[src/rtl/rr_arbiter.sv]
// Round-robin arbiter: one-hot grant held until done_i, rotating priority after each release.
// Define RR_ARBITER_TIMEOUT_EN to compile in a grant watchdog that forces release after TIMEOUT cycles.
module rr_arbiter #(
    parameter int WIDTH   = 16,
    parameter int TIMEOUT = 64
) (
    input  logic                     clk_i,
    input  logic                     srst_i,
    input  logic [WIDTH-1:0]         req_i,
    input  logic                     done_i,
    output logic [WIDTH-1:0]         gnt_o,
    output logic                     gnt_val_o,
    output logic [$clog2(WIDTH)-1:0] gnt_idx_o,
    output logic                     timeout_o
);

    localparam int IW = $clog2(WIDTH);

    typedef enum logic {
        IDLE,
        BUSY
    } state_e;

    state_e           state_q, state_d;
    logic [WIDTH-1:0] gnt_q, gnt_d;
    logic [IW-1:0]    gntIdx_q, gntIdx_d;
    logic [IW-1:0]    lastIdx_q, lastIdx_d;

    logic [IW-1:0]    selIdx;
    logic [IW-1:0]    lowAll;
    logic [IW-1:0]    lowAbove;
    logic             foundAll;
    logic             foundAbove;
    logic             newGrant;
    logic             relGrant;
    logic             forceRel;

    // Lowest requester strictly above the last winner, otherwise wrap to the lowest requester.
    always_comb begin
        lowAll     = '0;
        lowAbove   = '0;
        foundAll   = 1'b0;
        foundAbove = 1'b0;
        for (int k = 0; k < WIDTH; k++) begin
            if (req_i[k] && !foundAll) begin
                lowAll   = IW'(k);
                foundAll = 1'b1;
            end
            if (req_i[k] && !foundAbove && (k > int'(lastIdx_q))) begin
                lowAbove   = IW'(k);
                foundAbove = 1'b1;
            end
        end
        selIdx = foundAbove ? lowAbove : lowAll;
    end

    assign relGrant = (state_q == BUSY) && (done_i || forceRel);

    always_comb begin
        state_d   = state_q;
        gnt_d     = gnt_q;
        gntIdx_d  = gntIdx_q;
        lastIdx_d = lastIdx_q;
        newGrant  = 1'b0;
        case (state_q)
            IDLE: begin
                if (|req_i) begin
                    newGrant = 1'b1;
                end
            end
            BUSY: begin
                if (relGrant) begin
                    if (|req_i) begin
                        newGrant = 1'b1;
                    end else begin
                        state_d  = IDLE;
                        gnt_d    = '0;
                        gntIdx_d = '0;
                    end
                end
            end
            default: begin
                state_d  = IDLE;
                gnt_d    = '0;
                gntIdx_d = '0;
            end
        endcase
        // A release with pending requests hands over in the same edge, so there is no idle gap.
        if (newGrant) begin
            state_d   = BUSY;
            gnt_d     = {{(WIDTH-1){1'b0}}, 1'b1} << selIdx;
            gntIdx_d  = selIdx;
            lastIdx_d = selIdx;
        end
    end

    always_ff @(posedge clk_i) begin
        if (srst_i) begin
            state_q   <= IDLE;
            gnt_q     <= '0;
            gntIdx_q  <= '0;
            lastIdx_q <= IW'(WIDTH - 1);
        end else begin
            state_q   <= state_d;
            gnt_q     <= gnt_d;
            gntIdx_q  <= gntIdx_d;
            lastIdx_q <= lastIdx_d;
        end
    end

`ifdef RR_ARBITER_TIMEOUT_EN
    localparam int CW = (TIMEOUT > 2) ? $clog2(TIMEOUT) : 1;

    logic [CW-1:0] holdCnt_q, holdCnt_d;
    logic          timeout_q, timeout_d;

    // A done_i landing on the last allowed cycle counts as a normal release, hence the !done_i.
    assign forceRel = (state_q == BUSY) && (holdCnt_q == CW'(TIMEOUT - 1)) && !done_i;

    always_comb begin
        holdCnt_d = holdCnt_q;
        timeout_d = forceRel;
        if (newGrant) begin
            holdCnt_d = '0;
        end else if ((state_q == BUSY) && !relGrant) begin
            holdCnt_d = holdCnt_q + 1'b1;
        end
    end

    always_ff @(posedge clk_i) begin
        if (srst_i) begin
            holdCnt_q <= '0;
            timeout_q <= 1'b0;
        end else begin
            holdCnt_q <= holdCnt_d;
            timeout_q <= timeout_d;
        end
    end

    assign timeout_o = timeout_q;
`else
    assign forceRel  = 1'b0;
    assign timeout_o = 1'b0;
`endif

    assign gnt_o     = gnt_q;
    assign gnt_idx_o = gntIdx_q;
    assign gnt_val_o = |gnt_q;

`ifndef SYNTHESIS
    // Grant must stay one-hot and its index must always encode the set bit.
    gntOneHot: assert property (@(posedge clk_i) disable iff (srst_i) $onehot0(gnt_o));
    gntIdxMatch: assert property (@(posedge clk_i) disable iff (srst_i)
        gnt_val_o |-> (gnt_o == ({{(WIDTH-1){1'b0}}, 1'b1} << gnt_idx_o)));
    idleIdxZero: assert property (@(posedge clk_i) disable iff (srst_i)
        !gnt_val_o |-> (gnt_idx_o == '0));
`endif

endmodule

[config.mk]
export PLATFORM = sky130hd
export DESIGN_NAME = rr_arbiter
export DESIGN_NICKNAME = d
export VERILOG_FILES = /design/src/rtl/rr_arbiter.sv
export SDC_FILE = /design/constraint.sdc
export NUM_CORES = 1
export LEC_CHECK = 0
export ABC_AREA = 1
export BUFFER_PORTS_ARGS = -buffer_cell sky130_fd_sc_hd__buf_4
export CAP_MARGIN = 30
export CORE_ASPECT_RATIO = 0.8
export CORE_MARGIN = 1
export CORE_UTILIZATION = 57
export DETAILED_ROUTE_END_ITERATION = 7
export GPL_ROUTABILITY_DRIVEN = 0
export HOLD_SLACK_MARGIN = 0.12
export PLACE_DENSITY = 0.85
export SETUP_SLACK_MARGIN = 0.3
export SYNTH_ARGS = -nofsm -noshare
export SYNTH_HDL_FRONTEND = slang
export SYNTH_SLANG_ARGS = --single-unit
[constraint.sdc]
create_clock -name clk_i -period 4.6 [get_ports clk_i]
set_input_delay 0.23 -clock clk_i [delete_from_list [all_inputs] [get_ports clk_i]]
set_output_delay 0.23 -clock clk_i [all_outputs]
set_load 0.01 [all_outputs]
==> results.rst <==
.. list-table::
   :header-rows: 1

   * - Metric
     - Value
   * - Post-layout minimum cycle time
     - 2.33 ns
   * - Worst Clk Skew
     - 0.00207 ns
   * - Total nets after synthesis
     - 268
   * - Worst Max-Slew Pin Slew
     - 0.511 ns
   * - Wire length of the first global-routing pass
     - 7310 um
   * - Final non-filler cell total
     - 325
   * - Class of the tightest hold or removal check
     - in -> reg
   * - Setup repair after global routing missed its margin
     - false
   * - Number of setup violations in the final report
     - 0
   * - Element type at the critical path end
     - register
   * - Maximum clock insertion buffer count
     - 2
   * - Vias in the first global route
     - 1,566
   * - Total global routing track utilization
     - 29.6%
   * - Required time of the critical path
     - 4.81 ns
   * - Buffer cell driving the clock tree root
     - clkbuf_8
   * - Worst-case hold path end point
     - gnt_o[3]
   * - ANT nets after route
     - 0
   * - Final hold slack
     - 0.291 ns
   * - Final Max Slew Viols
     - 0
   * - Insertion delay to the later sink of the worst-skew pair
     - 0.27 ns
   * - Pwr/cell area
     - 724 nW/um^2
   * - Area occupied by multi-input gates
     - 1070 um^2
   * - Number of buffers created by CTS
     - 3
   * - Clock tree sinks
     - 25
   * - Wire length reported by the detailed router
     - 4420 um
   * - Source of the worst hold timing path
     - srst_i
   * - Sequential fraction of the synthesis area
     - 29.4%
   * - # nets final
     - 307
   * - Hold Path Cell Cnt
     - 2
   * - Top achievable clock speed
     - 429 MHz
   * - Mean Syn Cell Area
     - 6.83 um^2
   * - Post-CTS Setup Bufs
     - 0
   * - Worst IR drop on VDD
     - 429 uV
   * - Outcome
     - finished, final reports clean
   * - Post-placement cell count
     - 321
   * - Worst reg2reg setup slack
     - 2.27 ns
   * - Top-level port count
     - 41
   * - Starting DRT DRC Count
     - 230
   * - Post-Route Utilization
     - 73.9%
   * - Width of the chip
     - 63.1 um
   * - Worst Setup Start Kind
     - register
   * - Most area-hungry cell type in the Yosys netlist
     - dfxtp_1
   * - Portion of the clock cycle consumed by the worst path in the final layout
     - 50.7%
   * - CTS clk-pin slew, worst paths
     - 0.08 ns
   * - Mean routed wirelength per cell
     - 13.6 um
   * - Final Total Pwr
     - 1.49 mW
   * - Area growth from synthesis to final layout
     - 21.0%
   * - R2R cell count
     - 14
   * - Top area cells in the synthesized netlist
     - dfxtp_1 (29%), nand2_1 (13%), a21oi_1 (7.4%), nand3_1 (6.8%), nor2_1 (5.3%)
   * - Die Area
     - 3210 um^2
   * - Commonest non-fill, non-tap cells in the layout
     - nand2_1 (59), buf_4 (40), a21oi_1 (25), dfxtp_1 (25), nor2_1 (24)
   * - Total number of vias
     - 1,868
   * - Final TNS setup
     - 0 ns
   * - Number of port buffers
     - 39
   * - Std-Cell Core Area
     - 2790 um^2
   * - Syn Inst Count
     - 249
   * - Largest net degree at the start of global routing
     - 24
   * - Antenna diodes
     - 0
   * - Max-slew headroom
     - 65.6%
   * - Rows
     - 17
   * - Leading cell type in the layout, fill and taps excluded
     - nand2_1
   * - Via density per instance
     - 5.75
   * - Register area
     - 500 um^2
   * - Post-CTS sizing
     - 0
   * - Start of the worst register-to-register path
     - lastIdx_q[1]
   * - Number of search-and-repair iterations in the first detailed-routing pass
     - 4
   * - Hold Fails Final Rpt
     - 0
   * - Antenna violations before repair
     - 0
   * - Largest fanout of any net on the critical path
     - 11
   * - Critical register-to-register path endpoint
     - gnt_o[10]
   * - Die Span Y
     - 50.9 um
   * - Ys Warns
     - 0
   * - Clock tree from TritonCTS
     - done
   * - Leak Pwr
     - 0.949 nW
   * - Depth of the CTS H-tree
     - 1
   * - Total of max-cap violations
     - 0
   * - Detailed-route DRC error count
     - 0
   * - Number of inserted filler cells in the final layout
     - 230
   * - Area share of the largest cell type after synthesis
     - 29.4%
   * - Crit path DAT
     - 2.54 ns
   * - HPWL after DPL
     - 3460 um
   * - Starting density of the core
     - 61.0%
   * - Hold-fix buffers, CTS
     - 0
   * - Congestion Overflow GR
     - 0
   * - Share of post-route cells with drive strength above 1
     - 24.7%
   * - Critical path class
     - reg -> reg
   * - Number of distinct library cell variants in the gate-level netlist after synthesis
     - 36
   * - Flop and latch count out of synthesis
     - 25
   * - Synth Cell Area
     - 1700 um^2
==> power breakdown <==
part / internal (mW) / switching, mW / leakage [nW]
clock: 0.0606 / 0.0683 / 0.0255
combinational: 0.358 / 0.651 / 0.719
sequential: 0.287 / 0.0645 / 0.204
total: 0.705 / 0.784 / 0.949
==> stage by stage <==
step,instance area (um^2),setup slack (ns)
after detailed placement,2010,2.27
after CTS,2060,2.30
final,2060,2.27
after global placement,2010,2.29
after global routing,2060,2.03
after floorplan,1700,2.60
==> cells by family (layout without fill, tap and decap cells) <==
group                  after synthesis  after routing  synth area share [%]
buffers and inverters               30             68                  7.43
flip-flops                          25             25                  29.4
AND/OR/NAND/NOR                    143            143                  45.8
other                                1              1                 0.221
AO/OA/AOI/OAI                       50             50                  17.1
==> final cells by class <==
cell class | instances | share of cell area, %
Sequential cell | 25 | 24.3
Multi-Input combinational cell | 194 | 52.2
Timing Repair Buffer | 40 | 14.6
Clock buffer | 3 | 2.01
Inverter | 24 | 4.38
Clock inverter | 1 | 0.243
Tap cell | 38 | 2.31
==> how the worst max path moves through the flow <==
stage                             from   endpoint  slack, ns  depth (start not counted)
final                     lastIdx_q[1]  gnt_o[10]       2.27                         14
after global routing      lastIdx_q[1]   gnt_o[5]       2.03                         12
after floorplan           lastIdx_q[1]   gnt_o[7]       2.60                         15
after global placement        req_i[2]   gnt_o[9]       2.29                         13
after detailed placement      req_i[2]   gnt_o[9]       2.27                         13
after CTS                 lastIdx_q[1]  gnt_o[10]       2.30                         14
==> cell usage after synthesis <==
cell / instances
a21oi_1: 25
a21oi_2: 2
a31oi_1: 1
buf_2: 2
buf_4: 1
buf_6: 1
clkbuf_1: 2
conb_1: 1
dfxtp_1: 25
inv_1: 22
inv_2: 2
nand2_1: 59
nand2_2: 2
nand2_4: 3
nand3_1: 23
nand3_2: 3
nand3_4: 1
nand3b_1: 2
nand3b_4: 1
nand4_1: 2
nand4_4: 2
nor2_1: 24
nor2_2: 3
nor2_4: 6
nor2_8: 1
nor3_1: 6
nor4_1: 5
o2111ai_1: 1
o211ai_1: 5
o21a_1: 1
o21ai_0: 7
o21ai_1: 4
o21ai_2: 1
o311ai_0: 1
o31ai_1: 1
o41ai_1: 1
==> worst max-delay path, stage by stage (launching register included) <==
cell and delay [ns]:
dfxtp_1 0.48, nand2_2 0.13, o21ai_1 0.14, inv_1 0.05
nand2_1 0.13, nand4_4 0.14, nor2_4 0.15, nand4_4 0.13
nor2_8 0.16, nand3_2 0.10, nand2_4 0.13, nand2_4 0.12
nor2_1 0.21, nand2_1 0.09, a21oi_1 0.12
==> routing by layer <==
| layer | GRT usage (%) | vias up | wire length, um |
|---|---|---|---|
| met5 | 0 | - | 0 |
| met1 | 44.8 | 864 | 2210 |
| li1 | - | 923 | - |
| met3 | 7.14 | 6 | 353 |
| met4 | 6.98 | 0 | 40 |
| met2 | 41.6 | 75 | 1820 |
==> registers in the layout (all words and copies together), names as in the netlist <==
signal and count:
gnt_o 16, gnt_idx_o 4, lastIdx_q 4, state_q 1
No activity file was read; power rests on OpenSTA's default activity.
